==> src/rtl/mem_stage_ctrl_pkg.sv <==
// Shared ISA definitions and M/W payload type for the memory stage.
package mem_stage_ctrl_pkg;

    localparam int unsigned XLEN    = 32;
    localparam int unsigned OPC_W   = 5;
    localparam int unsigned OPC_LSB = 27;

    localparam logic [OPC_W-1:0] OPC_LW = 5'b01000;
    localparam logic [OPC_W-1:0] OPC_SW = 5'b00111;
    localparam logic [XLEN-1:0]  NOP    = 32'h0000_0000;

    typedef struct packed {
        logic [XLEN-1:0] ir;
        logic [XLEN-1:0] o;
        logic [XLEN-1:0] d;
    } mw_payload_t;

    function automatic logic [OPC_W-1:0] opcode_of(input logic [XLEN-1:0] ir);
        return ir[XLEN-1:OPC_LSB];
    endfunction

    function automatic logic is_mem_op(input logic [XLEN-1:0] ir);
        return (opcode_of(ir) == OPC_LW) || (opcode_of(ir) == OPC_SW);
    endfunction

endpackage

==> src/rtl/mem_stage_ctrl_mw_latch.sv <==
// M/W pipeline register: loads the payload when enabled, or a nop bubble when bubble is set.
module mw_latch
    import mem_stage_ctrl_pkg::*;
(
    input  logic        clk,
    input  logic        rst_n,
    input  logic        en,
    input  logic        bubble,
    input  mw_payload_t d,
    output mw_payload_t q
);

    always_ff @(posedge clk or negedge rst_n) begin
        if (!rst_n) begin
            q <= '0;
        end else if (en) begin
            if (bubble) begin
                q.ir <= NOP;
                q.o  <= '0;
                q.d  <= '0;
            end else begin
                q <= d;
            end
        end
    end

endmodule

==> src/rtl/mem_stage_ctrl.sv <==
// Memory stage control: lw/sw req/ack handshake with a variable-latency data memory,
// upstream stall generation and M/W register sequencing.
module mem_stage_ctrl
    import mem_stage_ctrl_pkg::*;
#(
    parameter int unsigned ADDR_W  = 12,
    parameter int unsigned TIMEOUT = 16
) (
    input  logic              clk,
    input  logic              rst_n,
    input  logic [XLEN-1:0]   xm_ir,
    input  logic [XLEN-1:0]   xm_O,
    input  logic [XLEN-1:0]   xm_B,
    output logic              mem_stall,
    output logic              dmem_req,
    output logic              dmem_we,
    output logic [ADDR_W-1:0] dmem_addr,
    output logic [XLEN-1:0]   dmem_wdata,
    input  logic [XLEN-1:0]   dmem_rdata,
    input  logic              dmem_ack,
    output logic [XLEN-1:0]   mw_ir,
    output logic [XLEN-1:0]   mw_O,
    output logic [XLEN-1:0]   mw_D,
    output logic              mem_err
);

    typedef enum logic [1:0] {
        ST_IDLE = 2'd0,
        ST_REQ  = 2'd1,
        ST_DONE = 2'd2
    } state_t;

    localparam int unsigned CNT_W   = (TIMEOUT > 1) ? $clog2(TIMEOUT) : 1;
    localparam int unsigned TO_LAST = (TIMEOUT == 0) ? 0 : TIMEOUT - 1;

    state_t          state;
    logic [CNT_W-1:0] wait_cnt;
    logic [XLEN-1:0]  load_data;

    logic        is_mem_c;
    logic        is_sw_c;
    logic        timeout_hit_c;
    logic        lat_en_c;
    logic        lat_bubble_c;
    logic [XLEN-1:0] lat_d_c;
    mw_payload_t mw_din_c;
    mw_payload_t mw_q;

    // Instruction decode and timeout detection
    always_comb begin
        is_mem_c      = is_mem_op(xm_ir);
        is_sw_c       = (opcode_of(xm_ir) == OPC_SW);
        timeout_hit_c = (TIMEOUT != 0) && (wait_cnt == CNT_W'(TO_LAST));
    end

    // Stall is combinational so the X/M latch holds in the same cycle the mem op appears
    always_comb begin
        mem_stall = 1'b0;
        case (state)
            ST_IDLE: mem_stall = is_mem_c;
            ST_REQ:  mem_stall = 1'b1;
            default: mem_stall = 1'b0;
        endcase
    end

    // M/W latch steering: bubbles while waiting, hold on the ack edge, retire in DONE
    always_comb begin
        lat_en_c     = 1'b1;
        lat_bubble_c = 1'b0;
        lat_d_c      = '0;
        case (state)
            ST_IDLE: lat_bubble_c = is_mem_c;
            ST_REQ: begin
                lat_en_c     = ~dmem_ack;
                lat_bubble_c = 1'b1;
            end
            ST_DONE: lat_d_c = load_data;
            default: lat_bubble_c = 1'b1;
        endcase
        mw_din_c = '{ir: xm_ir, o: xm_O, d: lat_d_c};
    end

    always_ff @(posedge clk or negedge rst_n) begin
        if (!rst_n) begin
            state      <= ST_IDLE;
            wait_cnt   <= '0;
            load_data  <= '0;
            dmem_req   <= 1'b0;
            dmem_we    <= 1'b0;
            dmem_addr  <= '0;
            dmem_wdata <= '0;
            mem_err    <= 1'b0;
        end else begin
            case (state)
                ST_IDLE: begin
                    if (is_mem_c) begin
                        state      <= ST_REQ;
                        wait_cnt   <= '0;
                        dmem_req   <= 1'b1;
                        dmem_we    <= is_sw_c;
                        dmem_addr  <= xm_O[ADDR_W-1:0];
                        dmem_wdata <= xm_B;
                    end
                end
                ST_REQ: begin
                    if (dmem_ack) begin
                        dmem_req  <= 1'b0;
                        load_data <= dmem_we ? '0 : dmem_rdata;
                        state     <= ST_DONE;
                    end else if (timeout_hit_c) begin
                        dmem_req  <= 1'b0;
                        mem_err   <= 1'b1;
                        load_data <= '0;
                        state     <= ST_DONE;
                    end else begin
                        wait_cnt <= wait_cnt + CNT_W'(1);
                    end
                end
                ST_DONE: state <= ST_IDLE;
                default: state <= ST_IDLE;
            endcase
        end
    end

    mw_latch u_mw_latch (
        .clk    (clk),
        .rst_n  (rst_n),
        .en     (lat_en_c),
        .bubble (lat_bubble_c),
        .d      (mw_din_c),
        .q      (mw_q)
    );

    always_comb begin
        mw_ir = mw_q.ir;
        mw_O  = mw_q.o;
        mw_D  = mw_q.d;
    end

endmodule

==> config.mk <==
export PLATFORM = sky130hd
export DESIGN_NAME = mem_stage_ctrl
export DESIGN_NICKNAME = d
export VERILOG_FILES = /design/src/rtl/mem_stage_ctrl_pkg.sv /design/src/rtl/mem_stage_ctrl_mw_latch.sv /design/src/rtl/mem_stage_ctrl.sv
export SDC_FILE = /design/constraint.sdc
export NUM_CORES = 1
export LEC_CHECK = 0
export ABC_CLOCK_PERIOD_IN_PS = 2000
export BUFFER_PORTS_ARGS = -buffer_cell sky130_fd_sc_hd__buf_2
export CORE_MARGIN = 2
export CORE_UTILIZATION = 23
export CTS_CLUSTER_DIAMETER = 30
export DETAILED_ROUTE_END_ITERATION = 7
export SYNTH_ARGS = -nofsm -noshare
export SYNTH_HDL_FRONTEND = slang
export SYNTH_SLANG_ARGS = --single-unit
==> constraint.sdc <==
create_clock -name clk -period 2 [get_ports clk]
set_input_delay 0.1 -clock clk [delete_from_list [all_inputs] [get_ports clk]]
set_output_delay 0.1 -clock clk [all_outputs]
set_load 0.05 [all_outputs]
# --- After elaboration in Yosys (flattened, before gate mapping) ---
# Index checks and enable logic that the tools add are counted.
op_classes:
  bitwise_logic: 1
  n_addsub: 1
  mux: 20
  n_reduce_logical: 10
  eq_ne: 9
op_table:
  columns: ["cell", "n"]
  rows:
  - ["$mux 32", 4]
  - ["$mux 96", 1]
  - ["$mux 4", 3]
  - ["$pmux 4 s2", 1]
  - ["$mux 2", 3]
  - ["$ne 2x2->1 const B", 3]
  - ["$pmux 1 s2", 3]
  - ["$reduce_and 2->1", 3]
  - ["$reduce_and 3->1", 2]
  - ["$eq 5x3->1 const B", 1]
  - ["$eq 5x4->1 const B", 1]
  - ["$add 4x1->4 const B", 1]
  - ["$eq 4x4->1 const B", 1]
  - ["$mux 1", 4]
  - ["$pmux 2 s2", 1]
  - ["$reduce_and 4->1", 1]
  - ["$reduce_bool 2->1", 2]
  - ["$ne 3x3->1 const B", 1]
  - ["$eq 2x1->1 const B", 1]
  - ["$eq 2x2->1 const B", 1]
  - ["$logic_not 2->1", 1]
  - ["$logic_or 1x1->1", 1]
  - ["$not 1->1", 1]
word_totals:
  output_inout_bits: 144
  input_bits: 131
  ff_bits: 181
  elab_cells: 52

# --- Depth between registers and ports, before layout ---
depth:
  depth_word: 4
  depth_mapped: 7
  depth_no_buf: 5

# --- Hierarchy ---
# A second synthesis with hierarchy kept.
hier_totals:
  cells_unflattened: 665
  hier_area_um2: 7734.9
by_module_without_submodules:
  columns: ["mod", "cells_per_inst", "seq_area_each_um2", "area_each_um2", "instances"]
  rows:
  - ["mw_latch", 415, 2402.3, 4175.3, 1]
  - ["mem_stage_ctrl", 250, 2127.0, 3559.7, 1]

# --- Worst setup path after synthesis ---
# No wires, ideal clock.
synth_timing:
  path_kind: "register to register"
  start: "reg state[0]"
  end: "reg u_mw_latch.q[66] (netlist name)"
  t_arrival_ps: 1505
  setup_ps: 121
  stages_incl_launch_ff: 6
  path_slack_ps: 374
  period_less_slack_ps: 1626
  path_cell_list: "dfrtp_1 or3_1 a21oi_4 nor2_2 buf_6 a22o_1"
synth_via:
  elab_chain_cells: 3
synth_lines:
  columns: ["item", "line", "source"]
  rows:
  - ["start: declaration", "mem_stage_ctrl.sv:36", "state_t state;"]
  - ["start signal: assignment", "mem_stage_ctrl.sv:85", "state <= ST_IDLE;"]
  - ["start signal: assignment", "mem_stage_ctrl.sv:97", "state <= ST_REQ;"]
  - ["start signal: assignment", "mem_stage_ctrl.sv:109", "state <= ST_DONE;"]
  - ["$eq 2x2->1 or $logic_not 2->1 (tied branches)", "mem_stage_ctrl.sv:71", "case (state)"]
  - ["$pmux 1 s2", "mem_stage_ctrl.sv:71", null]
  - ["$mux 96", "mem_stage_ctrl_mw_latch.sv:17", "if (bubble) begin"]
  - ["end: declaration", "mem_stage_ctrl_mw_latch.sv:10", "output mw_payload_t q"]
# Parallel ways exist; a longest one is shown, timed or not.
# A chain may end at the register's enable or synchronous reset.

# --- Final worst setup path ---
layout_timing:
  start: "in xm_ir[31]"
  end: "reg u_mw_latch.q[77] (netlist name)"
layout_via:
  elab_chain_cells: 4
layout_lines:
  columns: ["item", "line", "source"]
  rows:
  - ["start: declaration", "mem_stage_ctrl.sv:11", "input logic [XLEN-1:0] xm_ir,"]
  - ["$eq 5x4->1 or $eq 5x3->1 (tied branches)", "mem_stage_ctrl_pkg.sv:23", "return (opcode_of(ir) == OPC_LW) || (opcode_of(ir) == OPC_SW);"]
  - ["$logic_or 1x1->1 *", "mem_stage_ctrl_pkg.sv:23", null]
  - ["$pmux 1 s2 *", "mem_stage_ctrl.sv:71", null]
  - ["$mux 96 *", "mem_stage_ctrl_mw_latch.sv:17", null]
# Every way passes the cells marked *; elsewhere a longest branch is shown, timed or not.

==> impl_metrics.env <==
export IMPL_outcome="completed"
export IMPL_synth_top_flop_cell="dfrtp_1"
export IMPL_finish_instance_area_um2=10380
export IMPL_synth_warnings=0
export IMPL_io_pins=275
export IMPL_avgSynthCellArea_um2=12.61
export IMPL_rsz0062_at_grt="false"
export IMPL_power_total_uw=10240
export IMPL_critical_path_class="input port to register"
export IMPL_io_buffers=274
export IMPL_rrSetupSlack_ps=260
export IMPL_rr_worst_depth=5
export IMPL_tns_ps=0
export IMPL_synth_cell_types=29
export IMPL_drc=0
export IMPL_required_ps=2310
export IMPL_ys_seq_elements=181
export IMPL_final_cells=1320
export IMPL_maxCapViolCount=0
export IMPL_clk_latency_ps=440
export IMPL_grt_ovfl_total=0
export IMPL_worst_slew_pin_slew_ps=642.7
export IMPL_synth_nets=657
export IMPL_grt_pass1_vias=5911
export IMPL_post_cts_buffers=0
export IMPL_synthToLayoutAreaGrowth_pct=56.82
export IMPL_global_route_peak_usage_layer="met2"
export IMPL_dpl_hpwl_um=12490
export IMPL_finalCriticalPeriod_ps=1763
export IMPL_path_buf_inv=3
export IMPL_cts_max_level=4
export IMPL_post_route_period_util_pct=88.14
export IMPL_leakagePower_uw=0.005464
export IMPL_route_detailed_wl_per_inst_um=15.50
export IMPL_clock_root_buffer="clkbuf_16"
export IMPL_final_common_cell="buf_2"
export IMPL_crit_slowest_cell="dlygate4sd3_1"
export IMPL_hold_viol=0
export IMPL_detail_route_antenna_nets=0
export IMPL_antenna_found_initial=2
export IMPL_drtPass1Iterations=4
export IMPL_fmax_mhz=567.3
export IMPL_rows=62
export IMPL_vdd_ir_drop_max_mv=0.5354
export IMPL_placedCellCount=1158
export IMPL_worstPathMaxFanout=40
export IMPL_maxSlewHeadroom_pct=57.05
export IMPL_skew_ps=12.90
export IMPL_grt_max_degree=54
export IMPL_placed_area_um2=8511
export IMPL_fin_hold_ws_ps=50.12
export IMPL_drtIter0Drc=356
export IMPL_critPathLaunchType="input port"
export IMPL_initial_core_util_pct=23.19
export IMPL_ys_seq_area_share_pct=68.41
export IMPL_final_cell_mix="buf_2, dfrtp_1, nand2_1"
export IMPL_synthCells=525
export IMPL_grt_first_pass_wirelength_um=32110
export IMPL_worstPathCellList="dlygate4sd3_1, buf_2, or3_1, a21oi_4, nor2_4, buf_12, a22o_1"
export IMPL_hold_start="xm_ir[30]"
export IMPL_netlist_area_um2=6621
export IMPL_numCtsBuffers=17
export IMPL_grtUsageMet2_pct=22.63
export IMPL_critPathTopFamily="buffers and inverters"
export IMPL_synth_edff_count=0
export IMPL_holdPathEnd="dmem_we"
export IMPL_slowest_delay_ps=560
export IMPL_grt_util_met3_pct=3.487
export IMPL_fp_dieW_um=173.7
export IMPL_worstHoldPathCells=4
export IMPL_grtUsageMet1_pct=16.87
export IMPL_drive_gt1_share_pct=34.65
export IMPL_via_count=5742
export IMPL_cts_tree="built"
export IMPL_cts_resized=0
export IMPL_cts_hold_fix_buffers=129
export IMPL_fp_coreArea_um2=28550
export IMPL_die_area_um2=30160
export IMPL_cp_data_arrival_time_ps=2070
export IMPL_reg2reg_from="state[1]"
export IMPL_cts_buffer_depth=2
export IMPL_die_h_um=173.7
export IMPL_hp_class="input port to register"
export IMPL_grtUsageTotal_pct=13.56
export IMPL_nets=1054
export IMPL_place_congestion=0.7968
export IMPL_setup_violations=0
export IMPL_via_per_inst=4.350
export IMPL_cp_end_kind="register"
export IMPL_finalWirelength_um=20460
export IMPL_maxSlewViolCount=0
export IMPL_p_per_area_nw_per_um2=986.4
export IMPL_path_clk_slew_ps=70
export IMPL_async_reset_ff_share_pct=100.0
export IMPL_timing_rr_end="u_mw_latch.q[77]"
export IMPL_cts_sinks=181
-- state kept, by name, summed over array words and instances, names as in the netlist --
| register | count |
|---|---|
| mem_err | 1 |
| wait_cnt | 4 |
| dmem_req | 1 |
| dmem_we | 1 |
| state | 2 |
| u_mw_latch.q | 96 |
| dmem_wdata | 32 |
| load_data | 32 |
| dmem_addr | 12 |
-- cells by family after synthesis --
group / synth area share, %
AND/OR/NAND/NOR: 10.05
adder cells (fa/ha/maj): 0.1889
AO/OA/AOI/OAI: 18.12
flip-flops: 68.41
buffers and inverters: 3.231
-- worst min-delay path: stages --
cell and delay, ps:
buf_2 130, nand2_1 60, o21ai_0 80, nand2_1 70
-- metrics by stage --
step	utilization (%)	setup slack, ps
2_1_floorplan	-	374.4
3_3_place_gp	29.81	290.2
3_5_place_dp	29.81	265.5
4_1_cts	36.36	265.6
5_1_grt	36.37	160.6
6_report	36.37	237.3
-- worst max-delay path by stage --
stage               from          endpoint  slack [ps]  depth (start not counted)
3_5_place_dp   xm_ir[29]  u_mw_latch.q[76]         270                          6
4_1_cts         state[1]  u_mw_latch.q[76]         270                          5
6_report       xm_ir[31]  u_mw_latch.q[77]         240                          7
3_3_place_gp   xm_ir[29]  u_mw_latch.q[79]         290                          6
2_1_floorplan   state[0]  u_mw_latch.q[66]         370                          5
5_1_grt         state[1]  u_mw_latch.q[77]         160                          5
-- Yosys cell counts (all sizes together) (2+ instances only) --
cell type	n	share of area [%]
a21o	2	0.23
a21oi	2	0.32
a22o	127	17
buf	21	2.2
clkbuf	16	0.91
dfrtp	181	68
inv	3	0.17
nand2	140	7.9
nand3	5	0.38
nor2	5	0.32
nor2b	3	0.28
o21ai	6	0.45
or3	2	0.19
-- layer usage --
layer  share of wire (%)  vias to the layer above
met5               0.039                        -
met4                 1.9                        2
met3                 4.9                       26
met2                  49                      184
met1                  44                     2882
li1                    -                     2648
-- final cells by class --
| type | instances | area [um^2] |
|---|---|---|
| repair buffers | 415 | 2887 |
| clock buffers | 18 | 429.2 |
| clock inverters | 14 | 150.1 |
| multi-input cells | 304 | 1894 |
| flip-flops and latches | 181 | 4529 |
| fillers | 2795 | 18160 |
| diodes | 1 | 2.502 |
| well taps | 384 | 480.5 |
| inverters | 3 | 11.26 |
-- report_power, final --
part | total, uW | internal (uW) | switching, uW
clock | 3370 | 1860 | 1510
sequential | 4290 | 4060 | 230
combinational | 2580 | 753 | 1820
(Power assumes the default switching activity.)
